[src/rtl/adc_pkg.sv]
// Shared constants and FSM encoding for the ADC frame unpacker and its consumers.
package adc_pkg;

    localparam int NUM_CH  = 64;
    localparam int WORD_W  = 16;
    localparam int FRAME_W = NUM_CH * WORD_W;
    localparam int CH_W    = $clog2(NUM_CH);

    typedef enum logic {
        IDLE   = 1'b0,
        STREAM = 1'b1
    } state_t;

endpackage

[src/rtl/sat_counter.sv]
// Saturating event counter: holds at all-ones. When an increment and a clear
// arrive together, the increment wins and the count restarts at 1.
module sat_counter #(
    parameter int WIDTH = 8
) (
    input  logic             clk,
    input  logic             rstb,
    input  logic             i_inc,
    input  logic             i_clr,
    output logic [WIDTH-1:0] o_cnt
);

    logic [WIDTH-1:0] r_cnt;

    // NOTE: sequential state uses non-blocking (<=) so every flop samples pre-edge values.
    always_ff @(posedge clk or negedge rstb) begin
        if (!rstb) begin
            r_cnt <= '0;
        end else if (i_inc) begin
            if (i_clr)
                r_cnt <= WIDTH'(1);
            else if (!(&r_cnt))
                r_cnt <= r_cnt + 1'b1;
        end else if (i_clr) begin
            r_cnt <= '0;
        end
    end

    assign o_cnt = r_cnt;

endmodule

[src/rtl/adc_frame_unpacker.sv]
// Holds a private copy of a 1024-bit ADC frame and streams it out as 64
// channel samples on a valid/ready interface, channel 0 = earliest bits.
module adc_frame_unpacker
    import adc_pkg::*;
#(
    parameter int CNT_W = 8
) (
    input  logic               clk,
    input  logic               rstb,
    input  logic [FRAME_W-1:0] frame_in,
    input  logic               frame_valid,
    input  logic               abort,
    input  logic               clr_status,
    output logic               out_valid,
    input  logic               out_ready,
    output logic [WORD_W-1:0]  out_data,
    output logic [CH_W-1:0]    out_ch,
    output logic               out_last,
    output logic               busy,
    output logic               overrun,
    output logic [CNT_W-1:0]   overrun_cnt,
    output logic [15:0]        frame_cnt
);

    state_t             r_state;
    state_t             w_state_nxt;
    logic [FRAME_W-1:0] r_held;
    logic [CH_W-1:0]    r_ch;
    logic [WORD_W-1:0]  r_data;
    logic               r_last;
    logic               r_overrun;
    logic [15:0]        r_frame_cnt;

    logic               w_xfer;
    logic               w_end;
    logic               w_accept;
    logic               w_drop;
    logic               w_advance;
    logic [CH_W-1:0]    w_ch_nxt;

    assign w_ch_nxt = r_ch + 1'b1;

    // NOTE: every signal driven here gets a default first, so no path can infer a latch.
    always_comb begin
        w_state_nxt = r_state;
        w_accept    = 1'b0;
        w_drop      = 1'b0;
        w_advance   = 1'b0;
        w_xfer      = (r_state == STREAM) && out_ready;
        w_end       = w_xfer && (r_ch == CH_W'(NUM_CH - 1));
        if (abort) begin
            w_state_nxt = IDLE;
        end else begin
            case (r_state)
                IDLE: begin
                    if (frame_valid) begin
                        w_accept    = 1'b1;
                        w_state_nxt = STREAM;
                    end
                end
                STREAM: begin
                    if (w_end) begin
                        if (frame_valid)
                            w_accept = 1'b1;
                        else
                            w_state_nxt = IDLE;
                    end else begin
                        w_drop    = frame_valid;
                        w_advance = w_xfer;
                    end
                end
                default: w_state_nxt = IDLE;
            endcase
        end
    end

    always_ff @(posedge clk or negedge rstb) begin
        if (!rstb)
            r_state <= IDLE;
        else
            r_state <= w_state_nxt;
    end

    // NOTE: the wide holding register carries no reset; it is always written before it is read.
    always_ff @(posedge clk) begin
        if (w_accept)
            r_held <= frame_in;
    end

    // Output word is registered from a channel-indexed mux, never by shifting r_held.
    always_ff @(posedge clk or negedge rstb) begin
        if (!rstb) begin
            r_ch        <= '0;
            r_data      <= '0;
            r_last      <= 1'b0;
            r_frame_cnt <= '0;
            r_overrun   <= 1'b0;
        end else begin
            if (w_accept) begin
                r_ch        <= '0;
                r_data      <= frame_in[FRAME_W-1 -: WORD_W];
                r_last      <= (NUM_CH == 1);
                r_frame_cnt <= r_frame_cnt + 16'd1;
            end else if (w_advance) begin
                r_ch   <= w_ch_nxt;
                r_data <= r_held[FRAME_W - 1 - int'(w_ch_nxt) * WORD_W -: WORD_W];
                r_last <= (w_ch_nxt == CH_W'(NUM_CH - 1));
            end
            if (w_drop)
                r_overrun <= 1'b1;
            else if (clr_status)
                r_overrun <= 1'b0;
        end
    end

    sat_counter #(
        .WIDTH (CNT_W)
    ) u_overrun_cnt (
        .clk   (clk),
        .rstb  (rstb),
        .i_inc (w_drop),
        .i_clr (clr_status),
        .o_cnt (overrun_cnt)
    );

    assign out_valid = (r_state == STREAM);
    assign busy      = (r_state == STREAM);
    assign out_data  = r_data;
    assign out_ch    = r_ch;
    assign out_last  = r_last;
    assign overrun   = r_overrun;
    assign frame_cnt = r_frame_cnt;

endmodule

[config.mk]
export PLATFORM = sky130hd
export DESIGN_NAME = adc_frame_unpacker
export DESIGN_NICKNAME = d
export VERILOG_FILES = /design/src/rtl/adc_pkg.sv /design/src/rtl/sat_counter.sv /design/src/rtl/adc_frame_unpacker.sv
export SDC_FILE = /design/constraint.sdc
export NUM_CORES = 1
export LEC_CHECK = 0
export BUFFER_PORTS_ARGS = -buffer_cell sky130_fd_sc_hd__buf_2
export CELL_PAD_IN_SITES_DETAIL_PLACEMENT = 0
export CELL_PAD_IN_SITES_GLOBAL_PLACEMENT = 2
export CORE_AREA = 3 3 421 423
export CTS_BUF_LIST = sky130_fd_sc_hd__clkbuf_8 sky130_fd_sc_hd__clkbuf_16
export CTS_CLUSTER_SIZE = 40
export DETAILED_ROUTE_END_ITERATION = 8
export DIE_AREA = 0 0 424 426
export PLACE_DENSITY_LB_ADDON = 0.12
export SYNTH_ARGS = -nofsm -noshare
export SYNTH_HDL_FRONTEND = slang
export SYNTH_HIERARCHICAL = 1
export SYNTH_SLANG_ARGS = --single-unit
[constraint.sdc]
create_clock -name clk -period 26.8 [get_ports clk]
set_input_delay 4.02 -clock clk [delete_from_list [all_inputs] [get_ports clk]]
set_output_delay 4.02 -clock clk [all_outputs]
set_load 0.1 [all_outputs]
# ---- After elaboration in Yosys (flattened, before gate mapping)
# Index checks and enable logic that the tools add are counted.
dict set report classes {
  n_bitwise 1
  n_lt_le_gt_ge 0
  n_reduce_logical 6
  n_mux 25
  eq_ne 3
  addsub 4
  shifts 1
  mul 0
  div 0
}
# op n
set ops {}
lappend ops {{$shiftx 1039x11->16} 1}
lappend ops {{$mux 16} 2}
lappend ops {{$mux 8} 4}
lappend ops {{$add 16x1->16 const B} 1}
lappend ops {{$mux 1} 15}
lappend ops {{$eq 6x6->1 const B} 2}
lappend ops {{$mux 6} 2}
lappend ops {{$sub 10x10->11 const A} 1}
lappend ops {{$add 8x1->8 const B} 1}
lappend ops {{$reduce_and 8->1} 1}
lappend ops {{$add 6x1->6 const B} 1}
lappend ops {{$pmux 1 s2} 2}
lappend ops {{$reduce_bool 2->1} 2}
lappend ops {{$logic_and 1x1->1} 2}
lappend ops {{$ne 2x2->1 const B} 1}
lappend ops {{$reduce_and 2->1} 1}
lappend ops {{$not 1->1} 1}
dict set report totals {
  memories 0
  in_bits 1030
  mem_bits_rw 0
  reg_bits 1073
  latchBits 0
  out_inout_bits 50
  elab_cells 48
  rom_bits 0
}

# ---- Logic depth before layout (Yosys ltp)
# Gate-level depths: netlist of the first run.
dict set report depth {
  depth_word 7
  ltp_mapped 13
  mapped_depth_nobuf 9
}

# ---- Cells and area by module
# The synthesis of the first run kept the hierarchy.
# module seq_area_each_um2 cells_each n_inst area_per_inst_um2
set by_module_without_submodules {}
lappend by_module_without_submodules {adc_frame_unpacker 31775.5 2145 1 40936.8}
lappend by_module_without_submodules {sat_counter 200.2 47 1 446.7}

# ---- Worst setup path after synthesis of the first run
# OpenSTA, ideal clock, no wires.
dict set report synth_path {
  path_kind {input to register}
  start {input port out_ready}
  end {register r_frame_cnt[13] (netlist: frame_cnt[13])}
  t_required_ns 26.642
  setup_time_ns 0.158
  stages 8
  n_path_buf 0
  t_arrival_ns 30.800
  slack_ns -4.159
  cell_sequence {nand4_1 > o21ai_0 > nand2b_1 > clkinv_1 > nand4_1 > nor2_1 > nand4_1 > xnor2_1}
}
dict set report synth_via {
  elab_chain_cells 5
}
# element line
set synth_lines {}
lappend synth_lines {{start, declared} adc_frame_unpacker.sv:15} ;# input logic out_ready,
lappend synth_lines {{$logic_and 1x1->1} adc_frame_unpacker.sv:49} ;# w_xfer = (r_state == STREAM) && out_ready;
lappend synth_lines {{$logic_and 1x1->1} adc_frame_unpacker.sv:50} ;# w_end = w_xfer && (r_ch == CH_W'(NUM_CH - 1));
lappend synth_lines {{$mux 1} adc_frame_unpacker.sv:62} ;# if (w_end) begin
lappend synth_lines {{$pmux 1 s2} adc_frame_unpacker.sv:54} ;# case (r_state)
lappend synth_lines {{$mux 1} adc_frame_unpacker.sv:51} ;# if (abort) begin
lappend synth_lines {{net w_accept} adc_frame_unpacker.sv:36} ;# logic w_accept;
lappend synth_lines {{end signal, assigned} adc_frame_unpacker.sv:103} ;# r_frame_cnt <= r_frame_cnt + 16'd1;
lappend synth_lines {{end, declared} adc_frame_unpacker.sv:32} ;# logic [15:0] r_frame_cnt;
# The timed path passes the listed nets, and every way through them passes these cells.
# A chain may end at the register's enable or synchronous reset.

# ---- Worst setup path in the final report of the first run
dict set report layout_path {
  start {input port out_ready}
  end {register r_held[631], enable pin}
}
dict set report layout_via {
  elab_chain_cells 5
}
# element line
set layout_lines {}
lappend layout_lines {{$logic_and 1x1->1} adc_frame_unpacker.sv:49}
lappend layout_lines {{$logic_and 1x1->1} adc_frame_unpacker.sv:50}
lappend layout_lines {{$mux 1} adc_frame_unpacker.sv:62}
lappend layout_lines {{$pmux 1 s2} adc_frame_unpacker.sv:54}
lappend layout_lines {{$mux 1} adc_frame_unpacker.sv:51}
lappend layout_lines {{net w_accept} adc_frame_unpacker.sv:36}
lappend layout_lines {{end signal, assigned} adc_frame_unpacker.sv:87} ;# r_held <= frame_in;
lappend layout_lines {{end, declared} adc_frame_unpacker.sv:27} ;# logic [FRAME_W-1:0] r_held;
# The timed path passes the listed nets, and every way through them passes these cells.

==> flow_summary.json, run 1 <==
{
  "cts_num_sinks": 1073,
  "synth_area_um2": 41400,
  "setup-violations-final": 0,
  "yosysWarnings": 6,
  "clk_latency_ps": 770,
  "core-area_um2": 174000,
  "numPortBuffers": 1079,
  "hp-class": "reg2reg",
  "period_needed_ps": 7430,
  "power_switching_w": 0.00114,
  "dr.pass1.iters": 6,
  "fin_crit_sh_pct": 27.7,
  "synth_fp_nets": 3226,
  "p_leak_nw": 19.6,
  "grt_max_degree": 191,
  "initial_core_util_pct": 23.8,
  "cp_data_arrival_time_ps": 7820,
  "wl_per_cell_um": 29.9,
  "ant_nets": 0,
  "grt_pass1_vias": 27600,
  "rows": 153,
  "cts_resized": 0,
  "slew_headroom_pct": 21.2,
  "viasPerCell": 4.46,
  "netlist_instances": 2192,
  "yosys.cell_types.count": 57,
  "report.final.slew_viol_count": 0,
  "skew_ps": 23.9,
  "synth_flop_cell": "edfxtp_1",
  "start_kind": "primary input",
  "place_hpwl_um": 133000,
  "peakVddDrop_mv": 0.0343,
  "swShare_pct": 26.9,
  "gr-total-overflow": 0,
  "synth_top_family_by_area": "multiplexers",
  "h-tree-depth": 4,
  "ios": 1080,
  "yosys.area_share.adder_pct": 0.121,
  "numCtsBuffers": 131,
  "grt_pass1_wl_um": 231000,
  "post-route-drc-count": 0,
  "dp_slack_ps": 18570,
  "root_buffer": "clkbuf_16",
  "tritoncts": "yes",
  "synth_compound_area_share_pct": 1.98,
  "top_layer": "met5",
  "endpoint_kind": "flop",
  "syn_to_final_growth_pct": 30.0,
  "routed_wl_um": 174000,
  "rsz0062_at_grt": "false",
  "crit_fanout": 190,
  "cts_setup_buffers": 0,
  "synthSimpleGateAreaFrac_pct": 6.59,
  "antenna_found_initial": 240,
  "synth_xor_area_share_pct": 0.490,
  "worstMarginPinSlew_ps": 1180,
  "final_area_um2": 53800,
  "totalNegativeSetupSlack_ps": 0,
  "die_h_um": 426,
  "comb_power_share_pct": 14.7,
  "grt_usage_pct": 18.8,
  "drive_gt1_share_pct": 44.5,
  "p_int_w": 0.00311,
  "syn_area_per_cell_um2": 18.9,
  "crit_required_ps": 27180,
  "nets": 4363,
  "seqPwrFrac_pct": 46.1,
  "clock_path_buffers": 3,
  "maxCapViolations": 0,
  "fin_ws_ps": 19370,
  "muxShareOfSynthArea_pct": 12.3,
  "status": "finished, final reports clean",
  "ys_seq_elements": 1073,
  "dpl_cell_area_um2": 49600,
  "p_clk_share_pct": 39.2,
  "cts_hold_buf": 0,
  "wl_met2_um": 92100,
  "fmax_ghz": 0.135,
  "gp_congestion": 0.841,
  "vias": 26000,
  "async_flop_share_pct": 4.57,
  "hold_violations": 0,
  "clk_pin_slew_ps": 60,
  "dieArea_um2": 181000,
  "drt_iter0_drc": 2076,
  "dr_wl_met3_um": 12200,
  "die_w_um": 424,
  "synth_edf_count": 1024,
  "wl_met1_um": 63000,
  "path_class": "in2reg",
  "pwr_density_cell_nw_per_um2": 78.9,
  "seq_area_frac_synth_pct": 77.3
}
-- cells in the final DEF (no fill, tap or decap), drive strengths merged, types with 13 or more instances in the layout --
cell | netlist | layout
buf | 51 | 1116
edfxtp | 1024 | 1024
nand2 | 384 | 384
mux4 | 220 | 220
nand3 | 163 | 163
clkbuf | 61 | 133
diode | 0 | 76
clkinv | 2 | 55
dfrtp | 49 | 49
inv | 5 | 42
a21oi | 22 | 22
o22ai | 18 | 18
a41oi | 18 | 18
nor2 | 18 | 18
mux2i | 13 | 13
xnor2 | 13 | 13
-- power groups by stage --
stage	Clock (W)	Combinational (W)	Sequential, W
CTS	0.00174	0.000647	0.00196
detailed placement	0	0.000645	0.00199
finish	0.00167	0.000624	0.00196
floorplan	0	0.000302	0.00208
global route	0.00180	0.000673	0.00196
global placement	0	0.000646	0.00199
-- worst max-delay path, stage by stage --
cell,delay [ps]
buf_2,120
nand4_1,70
o21ai_0,430
nand2b_2,250
buf_4,300
inv_16,550
buf_4,930
buf_4,890
-- flip-flops by register name (all words and copies together), names as in the netlist --
signal and cells:
frame_cnt 16, out_data 16, u_overrun_cnt/o_cnt 8, busy 1, overrun 1, out_last 1
out_ch 6, r_held 1024
-- cell type report --
| cell class | instances | area (µm²) |
|---|---|---|
| Antenna cell | 76 | 190 |
| Clock inverter | 97 | 652 |
| Tap cell | 2325 | 2910 |
| Clock buffer | 133 | 3330 |
| Sequential cell | 1073 | 32000 |
| Multi-Input combinational cell | 1000 | 9000 |
| Timing Repair Buffer | 1116 | 5690 |
| Inverter | 7 | 42.5 |
| Fill cell | 17500 | 120000 |
-- synthesized netlist by cell type (2+ instances only) --
| master | number | area [µm²] |
|---|---|---|
| a21oi_1 | 22 | 110 |
| ha_1 | 4 | 50.1 |
| nor4_1 | 12 | 75.1 |
| a31oi_1 | 11 | 68.8 |
| nand4_1 | 8 | 50.1 |
| nand3_1 | 163 | 816 |
| a22o_1 | 2 | 17.5 |
| nand2_1 | 384 | 1440 |
| buf_4 | 4 | 30.0 |
| o22ai_1 | 18 | 113 |
| nand3b_1 | 2 | 15.0 |
| and2_1 | 3 | 18.8 |
| nor3_1 | 5 | 25.0 |
| a32o_1 | 2 | 20.0 |
| and3_1 | 10 | 62.6 |
| nor2_1 | 18 | 67.6 |
| mux4_2 | 215 | 4840 |
| a41oi_1 | 18 | 158 |
| or4_1 | 7 | 52.6 |
| a2111oi_1 | 5 | 50.1 |
| xnor2_1 | 13 | 114 |
| edfxtp_1 | 1024 | 30700 |
| a211oi_1 | 2 | 15.0 |
| mux2i_1 | 13 | 130 |
| or3_1 | 3 | 18.8 |
| mux4_1 | 5 | 131 |
| dfrtp_1 | 49 | 1230 |
| clkbuf_1 | 61 | 229 |
| inv_1 | 5 | 18.8 |
| o21ai_1 | 2 | 10.0 |
| o21ai_0 | 10 | 50.1 |
| buf_1 | 24 | 90.1 |
| o21a_1 | 2 | 15.0 |
| buf_2 | 21 | 105 |
| nor2b_1 | 3 | 18.8 |
| nand2b_1 | 3 | 18.8 |
| clkinv_1 | 2 | 7.51 |
| o31ai_1 | 2 | 15.0 |
| a32oi_1 | 11 | 96.3 |
| xor2_1 | 7 | 61.3 |
-- worst paths after layout --
| path | from | end | slack, ps | cells after the start |
|---|---|---|---|---|
| max in group asynchronous | rstb | out_ch[0]$_DFFE_PN0P_ | 22880 | 1 |
| hold / removal | frame_cnt[10]$_DFFE_PN0P_ | frame_cnt[10]$_DFFE_PN0P_ | 500 | 1 |
| setup / recovery | out_ready | r_held[631]$_DFFE_PP_ | 19370 | 8 |
| hold reg to reg | frame_cnt[10]$_DFFE_PN0P_ | frame_cnt[10]$_DFFE_PN0P_ | 500 | 1 |
| setup reg to reg | out_ch[0]$_DFFE_PN0P_ | r_held[631]$_DFFE_PP_ | 21060 | 8 |
| min in group asynchronous | rstb | frame_cnt[10]$_DFFE_PN0P_ | 3330 | 1 |
-- cell families after synthesis --
kind of cell    Yosys count
xor+xnor                 21
simple gates            626
fa+ha+maj                 4
flops                  1073
buf+inv                 119
compound gates          116
mux                     233
-- stage by stage --
| step | power (W) | utilization [%] | instances | hold slack (ps) |
|---|---|---|---|---|
| final | 0.00425 | 30.9 | 5827 | 499 |
| after global routing | 0.00443 | 30.9 | 5796 | 517 |
| after CTS | 0.00434 | 30.8 | 5751 | 498 |
| after detailed placement | 0.00264 | 28.5 | 5521 | 490 |
| after global placement | 0.00263 | 28.5 | 5521 | 493 |
| after floorplan | 0.00238 | - | 2192 | 786 |
-- per-layer routing --
layer / track usage, % / vias to the layer above
met5: 0 / -
met4: 8.31 / 36
met3: 5.66 / 495
met2: 33.5 / 1204
met1: 20.6 / 13100
li1: - / 11200
No activity file was read; power rests on OpenSTA's default activity.
==> inputs of run 2 (changes only) <==
- ABC_AREA: not set -> 1
- CORE_AREA: 3 3 421 423 -> 3 3 425 427
- DIE_AREA: 0 0 424 426 -> 0 0 428 430
- clock period: 26.8 -> 7.6 ns (I/O delays scaled with it)
==> run 2 against run 1 <==
Compared with the run above: synthesized area is 8.2% higher; sequential share of layout area is 3.5 points lower; core utilization is 1.4 points higher; critical path type is now reg2out; via count is 33% higher; largest cell class unchanged; non-clock buffer count is 5 higher.
==> flow_summary.json, run 2 <==
{
  "yosys.cell_types.count": 33,
  "antenna_found_initial": 196,
  "r2r-end": "r_held[994]$_DFFE_PP_",
  "netlist_instances": 4103,
  "worstMarginPinSlew_ps": 1430,
  "hp-class": "reg2reg",
  "syn_area_per_cell_um2": 10.9,
  "maxCapViolations": 0,
  "peakVddDrop_mv": 0.305,
  "synthDominantCellAreaShare_pct": 68.6,
  "crit_fanout": 145,
  "synth_flop_cell": "edfxtp_1",
  "synth_fp_nets": 5137,
  "whs_path_depth": 2,
  "totalNegativeSetupSlack_ps": 0,
  "grt_usage_pct": 22.9,
  "rsz0062_at_grt": "false",
  "comb_power_share_pct": 33.0,
  "seqPwrFrac_pct": 35.1,
  "cts_num_sinks": 1073,
  "layout_commonest_cell": "nand2_1",
  "hold_end": "out_last$_DFFE_PN0P_",
  "dr.pass1.iters": 5,
  "post-route-drc-count": 0,
  "grt_pass1_wl_um": 291000,
  "ant_nets": 0,
  "grt_pass1_vias": 34500,
  "h-tree-depth": 4,
  "hold_violations": 0,
  "fmax_ghz": 0.203,
  "yosysWarnings": 6,
  "holdWs_ps": 496,
  "skew_ps": 33.3,
  "root_buffer": "clkbuf_16",
  "hp-start": "out_last$_DFFE_PN0P_",
  "path_class": "reg2out",
  "gr-total-overflow": 0,
  "cts_setup_buffers": 0,
  "grt_max_degree": 257,
  "async_flop_share_pct": 4.57,
  "drt_iter0_drc": 2867,
  "r2r-start": "out_ch[0]$_DFFE_PN0P_",
  "yosysTopAreaCell": "edfxtp_1",
  "clk_latency_ps": 800,
  "r2r_slack_ps": 2710,
  "endpoint_kind": "output port",
  "die_w_um": 428,
  "setup-violations-final": 0,
  "p_leak_nw": 24.2,
  "final_cell_mix": "1578 x nand2_1, 1079 x buf_2, 1024 x edfxtp_1",
  "die_h_um": 430,
  "fill_cells": 18500,
  "r2r.worst_path.cells": 9,
  "cts_resized": 0,
  "numCtsBuffers": 138,
  "ios": 1080,
  "cp_data_arrival_time_ps": 3770,
  "synth.area.top_cells": "edfxtp_1 69%, nand2_1 13%, nand3_1 6.8%",
  "drive_gt1_share_pct": 25.5,
  "regMostFlops": "r_held",
  "power_switching_w": 0.00791,
  "clk_pin_slew_ps": 60,
  "numPortBuffers": 1079,
  "synth_area_um2": 44800,
  "nets": 6171,
  "clock_path_buffers": 3,
  "seq_area_frac_synth_pct": 71.4,
  "gp_congestion": 0.849,
  "initial_core_util_pct": 25.4,
  "synth_edf_count": 1024,
  "status": "finished, final reports clean",
  "viasPerCell": 4.53,
  "core-area_um2": 176000,
  "routed_wl_um": 217000,
  "swShare_pct": 39.7,
  "start_kind": "flop",
  "syn_to_final_growth_pct": 27.5,
  "wl_per_cell_um": 28.4,
  "ys_seq_elements": 1073,
  "largest_reg_flops": 1024,
  "fin_crit_sh_pct": 64.7,
  "rows": 154,
  "yosysMostFrequentCell": "nand2_1",
  "period_needed_ps": 4910,
  "p_clk_share_pct": 31.9,
  "report.final.slew_viol_count": 0,
  "place_hpwl_um": 160000,
  "tritoncts": "yes",
  "pwr_density_cell_nw_per_um2": 349,
  "vias": 34600,
  "dieArea_um2": 184000,
  "slew_headroom_pct": 4.70,
  "synth_common_cells": "1580 x nand2_1, 1024 x edfxtp_1, 605 x nand3_1",
  "final_util_pct": 32.4,
  "crit_required_ps": 6460,
  "p_int_w": 0.0120,
  "cts_hold_buf": 0
}
-- run 2: final cells by class --
type	instances	area (µm²)	share of cell area (%)
Sequential cell	1073	32000	56.0
Multi-Input combinational cell	2523	10800	18.8
Timing Repair Buffer	1121	5870	10.3
Clock buffer	145	3590	6.29
Tap cell	2340	2930	5.13
Inverter	280	1090	1.92
Clock inverter	101	756	1.32
Antenna cell	53	133	0.232
-- run 2: cells by family (layout without fill, tap and decap cells) --
group,count (synthesis),count (layout),share of synthesized area (%)
simple gates,2366,2366,21.7
fa+ha+maj,4,4,0.112
xor+xnor,19,19,0.405
compound gates,134,134,1.75
other cells,0,53,0
flops,1073,1073,71.4
buf+inv,507,1647,4.69
-- run 2: how the worst max path moves through the flow --
stage,start,to,slack (ps)
detailed placement,out_ch[0]$_DFFE_PN0P_,out_data[9]$_DFFE_PN0P_,2680
global route,out_ch[0]$_DFFE_PN0P_,out_ch[0],2480
CTS,out_ch[0]$_DFFE_PN0P_,out_ch[0],2530
finish,out_ch[0]$_DFFE_PN0P_,out_ch[0],2690
floorplan,out_ch[0]$_DFFE_PN0P_,r_held[0]$_DFFE_PP_,1960
global placement,out_ch[0]$_DFFE_PN0P_,out_data[9]$_DFFE_PN0P_,2700
-- run 2: layer usage --
metal  share of wire [%]  wire length [µm]  up-vias  track usage [%]
met2                  49            105000     1398             38.7
met4                 3.1              6640       24             6.33
met3                 5.5             12000      465             4.53
li1                    -                 -    16000                -
met5               0.075               163        -                0
met1                  43             92700    16800             29.8
-- run 2: stage by stage --
step	area, µm²	instances	setup slack, ps	total power [W]
finish	57100	7636	2690	0.0199
detailed placement	52600	7337	2680	0.0138
CTS	57000	7583	2530	0.0203
floorplan	44800	4103	1960	0.0109
global route	57000	7602	2480	0.0210
global placement	52600	7337	2700	0.0138
-- run 2: power groups by stage --
| stage | clock network, W | registers (W) | logic, W |
|---|---|---|---|
| global placement | 0 | 0.00712 | 0.00673 |
| floorplan | 0 | 0.00741 | 0.00346 |
| global route | 0.00678 | 0.00702 | 0.00721 |
| CTS | 0.00654 | 0.00700 | 0.00672 |
| finish | 0.00635 | 0.00699 | 0.00658 |
| detailed placement | 0 | 0.00712 | 0.00670 |
-- run 2: worst max-delay path, stage by stage (launching register included) --
cell	delay [ps]
dfrtp_4	960
buf_4	690
buf_12	650
buf_2	560
